[config.mk]
export PLATFORM = sky130hd
export DESIGN_NAME = mem_seq_ctrl
export DESIGN_NICKNAME = d
export VERILOG_FILES = /design/src/rtl/mem_seq_ctrl_pkg.sv /design/src/rtl/mem_seq_ctrl_be_gen.sv /design/src/rtl/mem_seq_ctrl.sv
export SDC_FILE = /design/constraint.sdc
export NUM_CORES = 1
export LEC_CHECK = 0
export ABC_AREA = 0
export BUFFER_PORTS_ARGS = -buffer_cell sky130_fd_sc_hd__buf_2
export CAP_MARGIN = 15
export CORE_MARGIN = 4
export CORE_UTILIZATION = 45
export CTS_BUF_LIST = sky130_fd_sc_hd__clkbuf_8
export CTS_CLUSTER_DIAMETER = 60
export DETAILED_ROUTE_END_ITERATION = 16
export GPL_ROUTABILITY_DRIVEN = 0
export HOLD_SLACK_MARGIN = 0.12
export MAX_ROUTING_LAYER = met4
export PLACE_DENSITY = 0.77
export SLEW_MARGIN = 15
export SYNTH_ARGS = -nofsm -noshare
export SYNTH_HDL_FRONTEND = slang
export SYNTH_SLANG_ARGS = --single-unit
export TNS_END_PERCENT = 1
[constraint.sdc]
create_clock -name clk -period 1.9 [get_ports clk]
set_input_delay 0.095 -clock clk [delete_from_list [all_inputs] [get_ports clk]]
set_output_delay 0.095 -clock clk [all_outputs]
set_load 0.05 [all_outputs]
[src/rtl/mem_seq_ctrl_pkg.sv]
// Shared encodings for the memory-block sequencer: FSM states, instruction
// classes, ALU phases and mux select codes.
package mem_seq_ctrl_pkg;

    localparam int WE_W_DEF    = 4;
    localparam int A1SEL_W_DEF = 2;

    typedef enum logic [3:0] {
        ST_FETCH  = 4'd0,
        ST_DECODE = 4'd1,
        ST_EXEC   = 4'd2,
        ST_MEM_RD = 4'd3,
        ST_MEM_WR = 4'd4,
        ST_WB     = 4'd5,
        ST_LINK   = 4'd6,
        ST_PC_JMP = 4'd7,
        ST_TRAP   = 4'd8
    } state_e;

    localparam logic [2:0] CLS_OP     = 3'd0;
    localparam logic [2:0] CLS_LOAD   = 3'd1;
    localparam logic [2:0] CLS_STORE  = 3'd2;
    localparam logic [2:0] CLS_BRANCH = 3'd3;
    localparam logic [2:0] CLS_JUMP   = 3'd4;

    localparam logic [2:0] PH_PC_INC   = 3'd0;
    localparam logic [2:0] PH_EXEC     = 3'd1;
    localparam logic [2:0] PH_ADDR     = 3'd2;
    localparam logic [2:0] PH_TARGET   = 3'd3;
    localparam logic [2:0] PH_PASS_MDR = 3'd4;

    localparam logic [1:0] A1_CU  = 2'd0;
    localparam logic [1:0] A1_PC  = 2'd1;
    localparam logic [1:0] A1_ALU = 2'd2;

    localparam logic A2_CU  = 1'b0;
    localparam logic W1_R2  = 1'b1;
    localparam logic W1_ALU = 1'b0;
    localparam logic W2_ALU = 1'b0;
    localparam logic W2_PC  = 1'b1;

    function automatic logic is_mem_class(input logic [2:0] cls);
        return (cls == CLS_LOAD) || (cls == CLS_STORE);
    endfunction

endpackage

[src/rtl/mem_seq_ctrl_be_gen.sv]
// Byte-lane write mask and access-fault detection for a data access of the
// size encoded in funct3[1:0] at byte offset addr_lo.
module mem_seq_ctrl_be_gen #(
    parameter int WE_W = 4
) (
    input  logic [1:0]      size,
    input  logic [1:0]      addr_lo,
    output logic [WE_W-1:0] mask,
    output logic            fault
);

    logic is_byte;
    logic is_half;
    logic is_word;
    logic misalign;
    logic illegal;

    assign is_byte = (size == 2'b00);
    assign is_half = (size == 2'b01);
    assign is_word = (size == 2'b10);
    assign illegal = (size == 2'b11);

    assign misalign = (is_half && addr_lo[0]) || (is_word && (addr_lo != 2'b00));
    assign fault    = misalign || illegal;

    // A half-word occupies the lane pair selected by addr_lo[1].
    for (genvar gi = 0; gi < WE_W; gi++) begin : g_lane
        assign mask[gi] = (is_byte && (32'(addr_lo) == gi))
                       || (is_half && (32'(addr_lo[1]) == gi / 2))
                       || is_word;
    end

endmodule

[src/rtl/mem_seq_ctrl.sv]
// Multicycle sequencer for the memory block: steps each instruction through
// FETCH/DECODE/... and decodes mux selects, write strobes and ALU phase.
module mem_seq_ctrl
    import mem_seq_ctrl_pkg::*;
#(
    parameter int WE_W    = WE_W_DEF,
    parameter int A1SEL_W = A1SEL_W_DEF
) (
    input  logic               clk,
    input  logic               rst,
    input  logic               run,
    input  logic [2:0]         instr_class,
    input  logic [2:0]         funct3,
    input  logic [1:0]         addr_lo,
    input  logic               branch_taken,
    output logic [A1SEL_W-1:0] A1_mux_control,
    output logic               A2_mux_control,
    output logic               W1_mux_control,
    output logic               W2_mux_control,
    output logic [WE_W-1:0]    WE1,
    output logic [WE_W-1:0]    WE2,
    output logic               pc_WE,
    output logic               old_pc_WE,
    output logic               ir_WE,
    output logic               mdr_WE,
    output logic [2:0]         alu_phase,
    output logic               trap
);

    state_e     state_q;
    state_e     state_d;
    logic [2:0] cls_q;
    logic [2:0] cls_d;
    logic       trap_q;
    logic       trap_d;

    logic [WE_W-1:0] byte_mask;
    logic            acc_fault;

    // funct3[2] only distinguishes signed/unsigned loads, which the CU handles.
    logic unused_funct3_hi;
    assign unused_funct3_hi = funct3[2];

    mem_seq_ctrl_be_gen #(
        .WE_W(WE_W)
    ) u_be_gen (
        .size   (funct3[1:0]),
        .addr_lo(addr_lo),
        .mask   (byte_mask),
        .fault  (acc_fault)
    );

    always_ff @(posedge clk or posedge rst) begin
        if (rst) begin
            state_q <= ST_FETCH;
            cls_q   <= CLS_OP;
            trap_q  <= 1'b0;
        end else begin
            state_q <= state_d;
            cls_q   <= cls_d;
            trap_q  <= trap_d;
        end
    end

    always_comb begin
        state_d = state_q;
        cls_d   = cls_q;
        case (state_q)
            ST_FETCH: begin
                if (run) begin
                    state_d = ST_DECODE;
                end
            end
            ST_DECODE: begin
                cls_d = instr_class;
                case (instr_class)
                    CLS_OP, CLS_BRANCH: state_d = ST_EXEC;
                    CLS_LOAD:           state_d = ST_MEM_RD;
                    CLS_STORE:          state_d = ST_MEM_WR;
                    CLS_JUMP:           state_d = ST_LINK;
                    default:            state_d = ST_TRAP;
                endcase
            end
            ST_EXEC:   state_d = (cls_q == CLS_OP) ? ST_WB : ST_FETCH;
            ST_MEM_RD: state_d = acc_fault ? ST_TRAP : ST_WB;
            ST_MEM_WR: state_d = acc_fault ? ST_TRAP : ST_FETCH;
            ST_WB:     state_d = ST_FETCH;
            ST_LINK:   state_d = ST_PC_JMP;
            ST_PC_JMP: state_d = ST_FETCH;
            ST_TRAP:   state_d = ST_TRAP;
            default:   state_d = ST_FETCH;
        endcase
        trap_d = trap_q || (state_d == ST_TRAP);
    end

    always_comb begin
        A1_mux_control = A1SEL_W'(A1_CU);
        A2_mux_control = A2_CU;
        W1_mux_control = W1_ALU;
        W2_mux_control = W2_ALU;
        WE1            = '0;
        WE2            = '0;
        pc_WE          = 1'b0;
        old_pc_WE      = 1'b0;
        ir_WE          = 1'b0;
        mdr_WE         = 1'b0;
        alu_phase      = PH_PC_INC;
        case (state_q)
            ST_FETCH: begin
                A1_mux_control = A1SEL_W'(A1_PC);
                // Reset forces this state, so gating here keeps strobes quiet in reset.
                if (run && !rst) begin
                    ir_WE     = 1'b1;
                    old_pc_WE = 1'b1;
                    pc_WE     = 1'b1;
                end
            end
            ST_DECODE: begin
                if (is_mem_class(instr_class)) begin
                    alu_phase = PH_ADDR;
                end
            end
            ST_EXEC: begin
                alu_phase = PH_EXEC;
                if ((cls_q == CLS_BRANCH) && branch_taken) begin
                    alu_phase = PH_TARGET;
                    pc_WE     = 1'b1;
                end
            end
            ST_MEM_RD: begin
                A1_mux_control = A1SEL_W'(A1_ALU);
                alu_phase      = PH_ADDR;
                mdr_WE         = !acc_fault;
            end
            ST_MEM_WR: begin
                A1_mux_control = A1SEL_W'(A1_ALU);
                W1_mux_control = W1_R2;
                alu_phase      = PH_ADDR;
                if (!acc_fault) begin
                    WE1 = byte_mask;
                end
            end
            ST_WB: begin
                WE2       = '1;
                alu_phase = (cls_q == CLS_LOAD) ? PH_PASS_MDR : PH_EXEC;
            end
            ST_LINK: begin
                W2_mux_control = W2_PC;
                WE2            = '1;
            end
            ST_PC_JMP: begin
                alu_phase = PH_TARGET;
                pc_WE     = 1'b1;
            end
            default: begin
            end
        endcase
    end

    assign trap = trap_q;

endmodule
; ---- Word level (Yosys, flattened, before mapping)
; Cells that the tools add are included.
[totals]
wordCells = 79
reg_bits = 8
[op_classes]
reduce_logical = 33
mux = 21
bitwise = 1
eq_ne = 21
[op_table]
columns = operator, n
row1 = $pmux W4 S7, 1
row2 = $mux W4, 6
row3 = $eq A4 B3 Y1 const B, 4
row4 = $pmux W4 S4, 1
row5 = $pmux W3 S5, 1
row6 = $logic_or A1 B1 Y1, 12
row7 = $logic_and A1 B1 Y1, 10
row8 = $eq A3 B2 Y1 const B, 3
row9 = $eq A2 B2 Y1 const B, 4
row10 = $eq A4 B2 Y1 const B, 2
row11 = $eq A4 B4 Y1 const B, 2
row12 = $eq A3 B1 Y1 const B, 2
row13 = $logic_not A3 Y1, 2
row14 = $mux W1, 6
row15 = $mux W3, 2
row16 = $reduce_or A2 Y1, 3
row17 = $eq A2 B1 Y1 const B, 2
row18 = $eq A4 B1 Y1 const B, 1
row19 = $logic_not A2 Y1, 2
row20 = $logic_not A4 Y1, 1
row21 = $mux W2, 2
row22 = $pmux W2 S2, 1
row23 = $eq A3 B3 Y1 const B, 1
row24 = $pmux W1 S3, 1
row25 = 3 further kinds, 4

; ---- Logic depth before layout (Yosys ltp)
; Gate-level depths: netlist of the first run.
[logic_depth]
depth_word = 8
mapped_depth = 6
ltp_nobuf = 5

; ---- By module
; From an unflattened synthesis of the first run, not the netlist that was laid out.
[hier_totals]
hier_cells = 90
area_unflattened_um2 = 767.0
[modules_own_cells]
columns = module, cells_each, instances, area_each_um2, seq_area_each_um2
row1 = mem_seq_ctrl, 79, 1, 705.7, 200.2
row2 = mem_seq_ctrl_be_gen, 11, 1, 61.3, 0.0

; ---- Least setup slack after synthesis of the first run
; OpenSTA, ideal clock, no wires.
[synth_timing]
kind = register -> output
from = register state_q[1]
to = output port pc_WE
stages_incl_launch_ff = 6
slack_ns = -1.062
arrival_time_ns = 2.867
n_path_buf = 1
required_ns = 1.805
cell_sequence = dfrtp_1 > buf_2 > nor4_2 > nand2_1 > nor2_1 > a21o_1
[synth_via]
elab_chain_len = 2
elab_cells_between_ends = 4
[synth_lines]
columns = item, line_no
row1 = start: declaration, mem_seq_ctrl.sv:30  ; state_e state_q;
row2 = start signal: assignment, mem_seq_ctrl.sv:59  ; state_q <= state_d;
row3 = $eq A4 B3 Y1 (tied with other cells), mem_seq_ctrl.sv:108  ; case (state_q)
row4 = $pmux W1 S3 *, mem_seq_ctrl.sv:108
row5 = end: declaration, mem_seq_ctrl.sv:22  ; output logic pc_WE,
; Mark *: on every way between the ends. The rest lies on a longest branch, timed or not.

; ---- Final worst setup path of the first run
[layout_timing]
from = register state_q[3]
to = output port WE1[0]
[layout_via]
elab_chain_len = 2
[layout_lines]
columns = item, line_no
row1 = $eq A4 B3 Y1, mem_seq_ctrl.sv:108
row2 = $mux W4, mem_seq_ctrl.sv:108
row3 = end: declaration, mem_seq_ctrl.sv:20  ; output logic [WE_W-1:0] WE1,
; Every way passes these cells.

==> results of run 1 <==
==> critical path, stage by stage, from the launching register on <==
cell       delay, ps
dfrtp_1          400
nand2b_1         210
or3_4            390
a2111oi_2        210
clkbuf_4         290
==> per-layer routing <==
layer  global-route usage  part of all wire
met5                    -                 0
met4                0.103             0.022
met3               0.0428             0.076
met2                0.276              0.49
met1                0.159              0.41
==> cell families (layout without fill, tap and decap cells) <==
logic type,Yosys count,count (layout),share of synthesized area
other,1,1,0.00501
XOR/XNOR,4,4,0.0468
AO/OA/AOI/OAI,22,22,0.217
AND/OR/NAND/NOR,36,36,0.286
buffers and inverters,14,42,0.104
multiplexers,5,5,0.0736
flip-flops,8,8,0.268
==> flip-flops by register name, summed over array words and instances (netlist names) <==
signal,flops
trap,1
state_q,4
cls_q,3
==> repair_timing <==
| item | in CTS | in global routing |
|---|---|---|
| setup endpoints to repair | 0 | 5 |
| hold buffers | 1 | 0 |
| hold endpoints to repair | 8 | 0 |
| resized for setup | 0 | 5 |
==> stage by stage <==
stage	area (sq um)	utilization	total power (W)	std cells
floorplan	771	-	0.000989	90
global placement	908	0.589	0.00113	130
detailed placement	908	0.589	0.00115	130
CTS	960	0.623	0.00136	134
global route	973	0.631	0.00146	134
finish	973	0.631	0.00136	134
==> synth_stat cells, types with 2 or more instances <==
master    instances  area share
a211oi_1          2       0.020
a21o_1            2       0.020
a21oi_1           5       0.033
a22oi_1           2       0.020
buf_2             5       0.033
buf_4             5       0.050
dfrtp_1           8        0.27
inv_1             2       0.010
inv_2             2       0.010
mux2_1            3       0.045
nand2_1           4       0.020
nand2b_1          2       0.017
nand3_1           3       0.020
nor2_1           10       0.050
nor2b_1           2       0.017
nor3_1            7       0.047
nor3b_1           2       0.020
o211ai_1          2       0.020
o21ai_0           4       0.027
xnor2_1           2       0.023
xor2_1            2       0.023
==> power by group through the flow <==
| stage | clock network, W | logic [W] | registers (W) |
|---|---|---|---|
| 2_1_floorplan | 0 | 0.000718 | 0.000271 |
| 3_3_place_gp | 0 | 0.000832 | 0.000301 |
| 3_5_place_dp | 0 | 0.000847 | 0.000305 |
| 4_1_cts | 0.000204 | 0.000850 | 0.000303 |
| 5_1_grt | 0.000215 | 0.000929 | 0.000317 |
| 6_report | 0.000200 | 0.000857 | 0.000304 |
==> cell type report <==
type                    instances  area [sq um]  share of cell area
clock buffers                   3          41.3              0.0424
well taps                      16          20.0              0.0206
inverters                       4          15.0              0.0154
flip-flops and latches          8           201               0.207
multi-input cells              68           498               0.512
repair buffers                 35           198               0.203
==> path summary, 6_finish.rpt <==
path	startpoint	endpoint	slack, ps	depth (start not counted)
setup / recovery	state_q[3]	WE1[0]	90	4
setup reg to reg	state_q[0]	cls_q[0]	360	3
min in group asynchronous	rst	state_q[2]	380	3
max in group asynchronous	rst	state_q[0]	1270	3
hold / removal	instr_class[0]	state_q[2]	150	2
hold reg to reg	trap	trap	490	2
==> reports/summary.json, run 1 <==
{
  "wire_per_inst_microns": 12.7,
  "critical_path.startpoint_type": "flop",
  "max_clock_freq_mhz": 552,
  "fin_crit_ps": 1810,
  "cp_data_arrival_time_ps": 1720,
  "drt_pass1_iterations": 4,
  "setup_slack_ps": 87.8,
  "preCtsSetupSlack_ps": 245,
  "route.vias.total": 718,
  "data_required_critical_path_ps": 1800,
  "setup.worst_path.class": "reg -> out",
  "boundaryPins": 33,
  "switchingPower_w": 0.000691,
  "seq_power_share": 0.224,
  "number_of_antenna_violations_at_the_first_check_in_global_routing": 0,
  "ys.warnings.count": 0,
  "cell_count_after_synthesis": 90,
  "power.leakage_nw": 0.478,
  "power_frac_clock": 0.147,
  "cts_htree_levels": 1,
  "drv.max_cap_violation_count": 0,
  "number_of_hold_violations_in_the_final_report": 0,
  "comb_power_share": 0.630,
  "timing_max_transition_violations_final": 0,
  "maximum_number_of_pins_on_one_net_before_global_route_repair": 18,
  "yosysUniqueCellTypes": 35,
  "synth_area_sq_um": 748,
  "synth-seq-cells": 8,
  "layout_commonest_cell": "buf_2",
  "diodes": 0,
  "power_switching_share": 0.507,
  "root_buffer": "clkbuf_8",
  "rsz_0062_raised_after_global_routing": "true",
  "chipWidth_microns": 48.8,
  "global_route_wire_length_before_repair_microns": 2960,
  "worstSkewPairLatency_ps": 230,
  "post-route-period-util": 0.954,
  "fp.dieArea_sq_um": 2380,
  "n_fill_cell": 139,
  "synth-edff-count": 0,
  "nNetsFinal": 132,
  "cts_max_path_buffers": 2,
  "synthToLayoutAreaGrowth_pct": 30.1,
  "global_route.usage.total": 0.161,
  "final_cell_mix": "buf_2 (27), nor2_1 (9), dfrtp_1 (7)",
  "setup_total_negative_slack_ps": 0,
  "drc": 0,
  "vdd.ir_drop.worst_mv": 0.743,
  "cellInternalPower_w": 0.000670,
  "initial_detailed_routing_violation_count": 10,
  "hp-class": "in -> reg",
  "critical_path.endpoint_type": "primary output",
  "final-setup-viol-count": 0,
  "post_route_cells_drive_above_1_share": 0.432,
  "status": "finished, final reports clean",
  "ys_dominant_reg_cell": "dfrtp_1",
  "cts_buffers": 3,
  "final.hold.worst_slack_ps": 149,
  "via_per_inst": 5.36,
  "route.final.wire_length_microns": 1700,
  "postSynth.asyncResetShare": 1.00,
  "clock_sinks": 8,
  "synth_fp_nets": 102,
  "cts_tree": "built",
  "globalRouteOverflowTotal": 0,
  "start_util": 0.485,
  "postCtsSetupRepairBufs": 0,
  "detail_placement_hpwl_microns": 1370,
  "synth-seq-area-share": 0.268,
  "syn-mean-instance-area_sq_um": 8.31,
  "via_count_of_the_first_global_routing_pass": 690,
  "critPathMaxFanout": 5,
  "ant_nets": 0,
  "core-area_sq_um": 1540,
  "power_per_cell_area_nw_per_um2": 1400,
  "port-buffer-count": 30,
  "die_height_microns": 48.8,
  "row_count": 14,
  "timing.clock.skew_ps": 3.31,
  "cts.reportedPaths.clkPinSlew_ps": 40
}
Power figures use the tool's default switching activity.
==> inputs of run 2 (changes only) <==
Settings changed: GPL_TIMING_DRIVEN set to 0.
==> reports/summary.json, run 2 (synthesis results as in run 1) <==
{
  "start_util": {"value": 0.485, "change": "unchanged"},
  "timing_max_transition_violations_final": {"value": 0, "change": "unchanged"},
  "row_count": {"value": 14, "change": "unchanged"},
  "max_clock_freq": {"value": 546, "unit": "MHz", "change": "-1.1%"},
  "final_cell_mix": "buf_2 (27), nor2_1 (8), buf_4 (8), dfrtp_1 (8), nor3_1 (6)",
  "root_buffer": "clkbuf_8",
  "critical_path.endpoint_type": "primary output",
  "postPlaceCellArea": {"value": 941, "unit": "sq um", "change": "+3.6%"},
  "data_required_critical_path": {"value": 1800, "unit": "ps", "change": "about the same"},
  "via_per_inst": {"value": 5.29, "change": "-1.2%"},
  "timing.clock.skew": {"value": 4.67, "unit": "ps", "change": "+1.36 ps"},
  "nNetsFinal": {"value": 138, "change": "+4.5%"},
  "route.final.wire_length": {"value": 1800, "unit": "microns", "change": "+6.3%"},
  "cts_buffers": {"value": 3, "change": "unchanged"},
  "setup.worst_path.class": "reg -> out",
  "boundaryPins": {"value": 33, "change": "unchanged"},
  "detail_placement_hpwl": {"value": 1410, "unit": "microns", "change": "+2.4%"},
  "diodes": {"value": 0, "change": "unchanged"},
  "n_fill_cell": {"value": 127, "change": "-8.6%"},
  "power_per_cell_area": {"value": 1350, "unit": "nW/um^2", "change": "-3.5%"},
  "drt_pass1_iterations": {"value": 4, "change": "unchanged"},
  "fin_crit": {"value": 1830, "unit": "ps", "change": "+19.3 ps"},
  "timing.hold.worst_path_depth": {"value": 3, "change": "+1"},
  "rsz_0062_raised_after_global_routing": "true",
  "number_of_antenna_violations_at_the_first_check_in_global_routing": {"value": 0, "change": "unchanged"},
  "chipWidth": {"value": 48.8, "unit": "microns", "change": "unchanged"},
  "globalRouteOverflowTotal": {"value": 0, "change": "unchanged"},
  "preCtsSetupSlack": {"value": 196, "unit": "ps", "change": "-49.8 ps"},
  "global_route.usage.total": {"value": 0.156, "change": "-0.00541"},
  "status": "finished, final reports clean",
  "post-route-period-util": {"value": 0.964, "change": "+0.0102"},
  "synthToLayoutAreaGrowth_pct": 39.0,
  "fp.dieArea": {"value": 2380, "unit": "sq um", "change": "unchanged"},
  "die_height": {"value": 48.8, "unit": "microns", "change": "unchanged"},
  "maximum_number_of_pins_on_one_net_before_global_route_repair": {"value": 11, "change": "-7"},
  "ant_nets": {"value": 0, "change": "unchanged"},
  "layout_commonest_cell": "buf_2",
  "setup_slack": {"value": 68.5, "unit": "ps", "change": "-19.3 ps"},
  "post_route_cells_drive_above_1_share": {"value": 0.468, "change": "+0.0355"},
  "cts.reportedPaths.clkPinSlew": {"value": 40, "unit": "ps", "change": "about the same"},
  "initial_detailed_routing_violation_count": {"value": 11, "change": "+1"},
  "via_count_of_the_first_global_routing_pass": {"value": 687, "change": "-0.43%"},
  "largest_register": "state_q",
  "r2r_cells": {"value": 4, "change": "+1"},
  "final-setup-viol-count": {"value": 0, "change": "unchanged"},
  "port-buffer-count": {"value": 30, "change": "unchanged"},
  "cts_tree": "built",
  "route.vias.total": {"value": 741, "change": "+3.2%"},
  "drv.max_cap_violation_count": {"value": 0, "change": "unchanged"},
  "critPathMaxFanout": {"value": 9, "change": "+4"},
  "stdcell_area": {"value": 1040, "unit": "sq um", "change": "+6.8%"},
  "setup_total_negative_slack": {"value": 0, "unit": "ps", "change": "unchanged"},
  "cts_max_path_buffers": {"value": 2, "change": "unchanged"},
  "drc": {"value": 0, "change": "unchanged"},
  "global_route_wire_length_before_repair": {"value": 2970, "unit": "microns", "change": "+0.44%"},
  "critical_path.startpoint_type": "flop",
  "wire_per_inst": {"value": 12.9, "unit": "microns", "change": "+1.8%"},
  "vdd.ir_drop.worst": {"value": 0.985, "unit": "mV", "change": "+33%"},
  "clock_sinks": {"value": 8, "change": "unchanged"},
  "power.leakage": {"value": 0.514, "unit": "nW", "change": "+7.5%"},
  "cp_data_arrival_time": {"value": 1740, "unit": "ps", "change": "+20 ps"},
  "worstSkewPairLatency": {"value": 220, "unit": "ps", "change": "about the same"},
  "cts_htree_levels": {"value": 1, "change": "unchanged"},
  "hp-class": "in -> reg",
  "largest_reg_flops": {"value": 4, "change": "unchanged"},
  "number_of_hold_violations_in_the_final_report": {"value": 0, "change": "unchanged"},
  "core-area": {"value": 1540, "unit": "sq um", "change": "unchanged"}
}
-- run 2: final cells by class --
cell class / instances / area (sq um) / share of cell area
Buffer: 10 / 70.1 / 0.0674
Clock buffer: 3 / 41.3 / 0.0397
Inverter: 4 / 15.0 / 0.0144
Multi-Input combinational cell: 68 / 520 / 0.501
Sequential cell: 8 / 200 / 0.193
Tap cell: 16 / 20.0 / 0.0193
Timing Repair Buffer: 31 / 173 / 0.166
-- run 2: through the flow --
step	hold slack (ps)	util	std cells	power (W)
3_5_place_dp	91.7	0.610	136	0.00116
6_report	158	0.675	140	0.00140
2_1_floorplan	-89.3	-	90	0.000989
4_1_cts	152	0.645	140	0.00137
3_3_place_gp	81.8	0.610	136	0.00114
5_1_grt	152	0.675	140	0.00151
-- run 2: repair_timing --
action                                  in CTS  in global routing
hold endpoints to repair                     8                  0
buffers inserted                             0                  0
endpoints found under the setup margin       1                  7
hold buffers                                 1                  0
gates resized for setup                      1                 12
-- run 2: worst paths after layout --
check	startpoint	to	slack, ps
setup / recovery	state_q[3]	WE1[2]	70
hold / removal	run	state_q[0]	160
setup reg to reg	state_q[2]	cls_q[2]	260
hold reg to reg	trap	trap	470
max in group asynchronous	rst	trap	1260
min in group asynchronous	rst	cls_q[0]	400
-- run 2: layer usage --
metal,global-route usage,part of all wire,up-vias
met5,-,0,-
met4,0.0538,0.011,0
met3,0.0428,0.070,4
met2,0.276,0.52,23
met1,0.164,0.40,331
li1,-,-,383
-- run 2: critical path, cell delays in order (launching register included) --
cell,delay [ps]
dfrtp_1,350
clkbuf_4,180
nand2b_4,160
or3_4,370
nor3_1,170
buf_2,280
-- run 2: where the power goes --
| part | internal (W) | switching (W) | total [W] |
|---|---|---|---|
| clock | 0.000137 | 0.0000612 | 0.000198 |
| combinational | 0.000326 | 0.000593 | 0.000919 |
| sequential | 0.000232 | 0.0000538 | 0.000286 |
==> inputs of run 3 (changes only) <==
Settings changed: ABC_AREA 0 to 1, PLACE_DENSITY 0.77 to 0.78.
==> reports/summary.json, run 3 <==
{
  "data_required_critical_path": {"value": 1800, "unit": "ps", "change": "about the same"},
  "diodes": {"value": 0, "change": "unchanged"},
  "gr-usage-met1": {"value": 0.186, "change": "+0.0212"},
  "route.vias.total": {"value": 816, "change": "+10%"},
  "yosys.area_share.adder": {"value": 0, "change": "unchanged"},
  "cts_max_path_buffers": {"value": 2, "change": "unchanged"},
  "route.final.wire_length": {"value": 1630, "unit": "microns", "change": "-9.5%"},
  "via_count_of_the_first_global_routing_pass": {"value": 687, "change": "unchanged"},
  "synth_area": {"value": 693, "unit": "sq um", "change": "-7.4%"},
  "cts_resized": {"value": 0, "change": "-1"},
  "switchingPower": {"value": 0.000713, "unit": "W", "change": "+0.68%"},
  "synthToLayoutAreaGrowth_pct": 32.5,
  "detail_placement_hpwl": {"value": 1410, "unit": "microns", "change": "+0.50%"},
  "power_frac_clock": {"value": 0.151, "change": "+0.010"},
  "critPathMaxFanout": {"value": 10, "change": "+1"},
  "globalRouteOverflowTotal": {"value": 0, "change": "unchanged"},
  "area_of_all_sequential_standard_cells": {"value": 200, "unit": "sq um", "change": "unchanged"},
  "fin_crit": {"value": 1690, "unit": "ps", "change": "-140 ps"},
  "seq_power_share": {"value": 0.222, "change": "+0.018"},
  "layout_commonest_cell": "buf_2",
  "n_fill_cell": {"value": 144, "change": "+13%"},
  "grtUsageMet3": {"value": 0.0230, "change": "-0.0198"},
  "clock_sinks": {"value": 8, "change": "unchanged"},
  "global_route.usage.total": {"value": 0.165, "change": "+0.00925"},
  "power_switching_share": {"value": 0.551, "change": "+0.0464"},
  "power.leakage": {"value": 0.597, "unit": "nW", "change": "+16%"},
  "top_usage_layer": "met2",
  "cts_tree": "built",
  "die_height": {"value": 47.2, "unit": "microns", "change": "-3.1%"},
  "post_synth_mux_area_share": {"value": 0, "change": "-0.0736"},
  "boundaryPins": {"value": 33, "change": "unchanged"},
  "start_util": {"value": 0.501, "change": "+0.0160"},
  "drv.max_cap_violation_count": {"value": 0, "change": "unchanged"},
  "synth_simple_gate_area_frac": {"value": 0.410, "change": "+0.124"},
  "vdd.ir_drop.worst": {"value": 0.746, "unit": "mV", "change": "-24%"},
  "largest_register": "state_q",
  "yosysUniqueCellTypes": {"value": 20, "change": "-43%"},
  "synth-edff-count": {"value": 0, "change": "unchanged"},
  "chipWidth": {"value": 47.2, "unit": "microns", "change": "-3.1%"},
  "cts.reportedPaths.clkPinSlew": {"value": 40, "unit": "ps", "change": "about the same"},
  "initial_detailed_routing_violation_count": {"value": 16, "change": "+5"},
  "wire_per_inst": {"value": 9.95, "unit": "microns", "change": "-23%"},
  "synth-seq-cells": {"value": 8, "change": "unchanged"},
  "critical_path.endpoint_type": "primary output",
  "timing.critical_path.to": "alu_phase[1]",
  "port-buffer-count": {"value": 30, "change": "unchanged"},
  "post-place-cells": {"value": 160, "change": "+18%"},
  "fp.dieArea": {"value": 2230, "unit": "sq um", "change": "-6.2%"},
  "ys.warnings.count": {"value": 0, "change": "unchanged"},
  "comb_power_share": {"value": 0.627, "change": "-0.028"},
  "multi_input_area": {"value": 374, "unit": "sq um", "change": "-28%"},
  "number_of_hold_violations_in_the_final_report": {"value": 0, "change": "unchanged"},
  "row_count": {"value": 13, "change": "-1"},
  "setup_total_negative_slack": {"value": 0, "unit": "ps", "change": "unchanged"},
  "yosys-top-cells-area": "dfrtp_1 (29%), nand2_1 (16%), inv_1 (11%)",
  "r2r_cells": {"value": 5, "change": "+1"},
  "cell_with_the_most_instances_after_synthesis": "nand2_1",
  "synth_top_cells_by_count": "nand2_1 (29), inv_1 (20), nor2_1 (17)",
  "post-route-period-util": {"value": 0.890, "change": "-0.0738"},
  "core-area": {"value": 1380, "unit": "sq um", "change": "-10%"},
  "drt_pass1_iterations": {"value": 4, "change": "unchanged"},
  "ant_nets": {"value": 0, "change": "unchanged"},
  "synth-seq-area-share": {"value": 0.289, "change": "+0.0213"},
  "drc": {"value": 0, "change": "unchanged"},
  "synthXorXnorAreaFrac": {"value": 0, "change": "-0.0468"},
  "final_cell_mix": "buf_2 (30), nand2_1 (29), inv_1 (20)",
  "cts_buffers": {"value": 3, "change": "unchanged"},
  "via_per_inst": {"value": 4.98, "change": "-6.0%"},
  "rsz_0062_raised_after_global_routing": "false",
  "preCtsSetupSlack": {"value": 450, "unit": "ps", "change": "+254 ps"},
  "timing_max_transition_violations_final": {"value": 0, "change": "unchanged"},
  "cp_data_arrival_time": {"value": 1600, "unit": "ps", "change": "-140 ps"},
  "ys_dominant_reg_cell": "dfrtp_1",
  "postCtsSetupRepairBufs": {"value": 0, "change": "unchanged"},
  "syn-mean-instance-area": {"value": 6.03, "unit": "sq um", "change": "-27%"},
  "number_of_antenna_violations_at_the_first_check_in_global_routing": {"value": 0, "change": "unchanged"},
  "worstSkewPairLatency": {"value": 220, "unit": "ps", "change": "about the same"},
  "synth.largest_area_cell": "dfrtp_1",
  "max_clock_freq": {"value": 591, "unit": "MHz", "change": "+8.3%"},
  "setup.worst_path.class": "reg -> out",
  "synth-compound-area-share": {"value": 0.117, "change": "-0.100"},
  "maximum_number_of_pins_on_one_net_before_global_route_repair": {"value": 11, "change": "unchanged"},
  "crit_path_start": "state_q[3]",
  "nNetsFinal": {"value": 163, "change": "+18%"},
  "critical_path.startpoint_type": "flop",
  "setup.reg_to_reg.worst_slack": {"value": 670, "unit": "ps", "change": "+410 ps"},
  "cell_count_after_synthesis": {"value": 115, "change": "+28%"},
  "postSynth.asyncResetShare": {"value": 1.00, "change": "unchanged"},
  "grt_use_met2": {"value": 0.289, "change": "+0.0127"},
  "timing.clock.skew": {"value": 3.52, "unit": "ps", "change": "-1.15 ps"},
  "final-setup-viol-count": {"value": 0, "change": "unchanged"},
  "synth_top_family_by_area": "simple AND/OR/NAND/NOR gates",
  "post_layout_nonfiller_instances": {"value": 164, "change": "+17%"},
  "setup_slack": {"value": 209, "unit": "ps", "change": "+140 ps"},
  "global_route_wire_length_before_repair": {"value": 2590, "unit": "microns", "change": "-13%"},
  "post_route_cells_drive_above_1_share": {"value": 0.309, "change": "-0.159"},
  "largest_reg_flops": {"value": 4, "change": "unchanged"},
  "cts_stage_hold_buffer_count": {"value": 1, "change": "unchanged"},
  "post-synth-top-area-fraction": {"value": 0.289, "change": "+0.0213"},
  "synth_fp_nets": {"value": 127, "change": "+25%"},
  "regToRegStartpoint": "state_q[3]",
  "layout.core_utilization": {"value": 0.664, "change": "-0.0103"},
  "cts_htree_levels": {"value": 1, "change": "unchanged"},
  "hp-class": "in -> reg",
  "root_buffer": "clkbuf_8",
  "cellInternalPower": {"value": 0.000581, "unit": "W", "change": "-16%"},
  "status": "finished, final reports clean",
  "power_per_cell_area": {"value": 1410, "unit": "nW/um^2", "change": "+4.4%"},
  "reg2reg_to": "trap"
}
run 3: cell families (layout without fill, tap and decap cells):
group,count (synthesis),after routing
AO/OA/AOI/OAI,14,14
buffers and inverters,27,61
flip-flops,8,8
other,1,1
AND/OR/NAND/NOR,65,65
run 3: worst min-delay path by stage:
stage	start	to	slack, ps	depth (start not counted)
2_1_floorplan	rst	cls_q[0]	-90	1
3_3_place_gp	rst	state_q[1]	70	2
3_5_place_dp	rst	cls_q[2]	80	2
4_1_cts	instr_class[1]	cls_q[1]	180	3
5_1_grt	instr_class[1]	cls_q[1]	200	3
6_report	instr_class[1]	cls_q[1]	170	3
run 3: metrics by stage:
step                power [W]  hold slack [ps]  area, sq um
finish                0.00129              173          918
global route          0.00140              203          918
CTS                   0.00130              179          918
detailed placement    0.00110             76.7          867
global placement      0.00109             71.7          867
floorplan            0.000936            -89.3          698
run 3: cell type report:
type,instances,share of cell area
buffer,6,0.0490
clock buffer,3,0.0450
inverter,21,0.0858
multi-input combinational,80,0.407
sequential,8,0.218
tap,15,0.0204
timing repair buffer,31,0.174
run 3: critical path, cell delays in order (launching register included):
cell	delay (ps)
dfrtp_1	410
nor2_1	230
nand3_2	220
inv_1	120
nand2_1	60
nand3_1	80
buf_2	260
run 3: power by group through the flow:
| stage | sequential [W] | clock, W | combinational, W |
|---|---|---|---|
| 3_3_place_gp | 0.000286 | 0 | 0.000800 |
| 3_5_place_dp | 0.000288 | 0 | 0.000812 |
| 4_1_cts | 0.000286 | 0.000199 | 0.000816 |
| 5_1_grt | 0.000297 | 0.000210 | 0.000892 |
| 6_report | 0.000287 | 0.000195 | 0.000812 |
| 2_1_floorplan | 0.000277 | 0 | 0.000659 |
run 3: metal layers:
layer / up-vias / part of all wire
met3: 4 / 0.086
li1: 426 / -
met1: 356 / 0.44
met4: 0 / 0.013
met5: - / 0
met2: 30 / 0.46
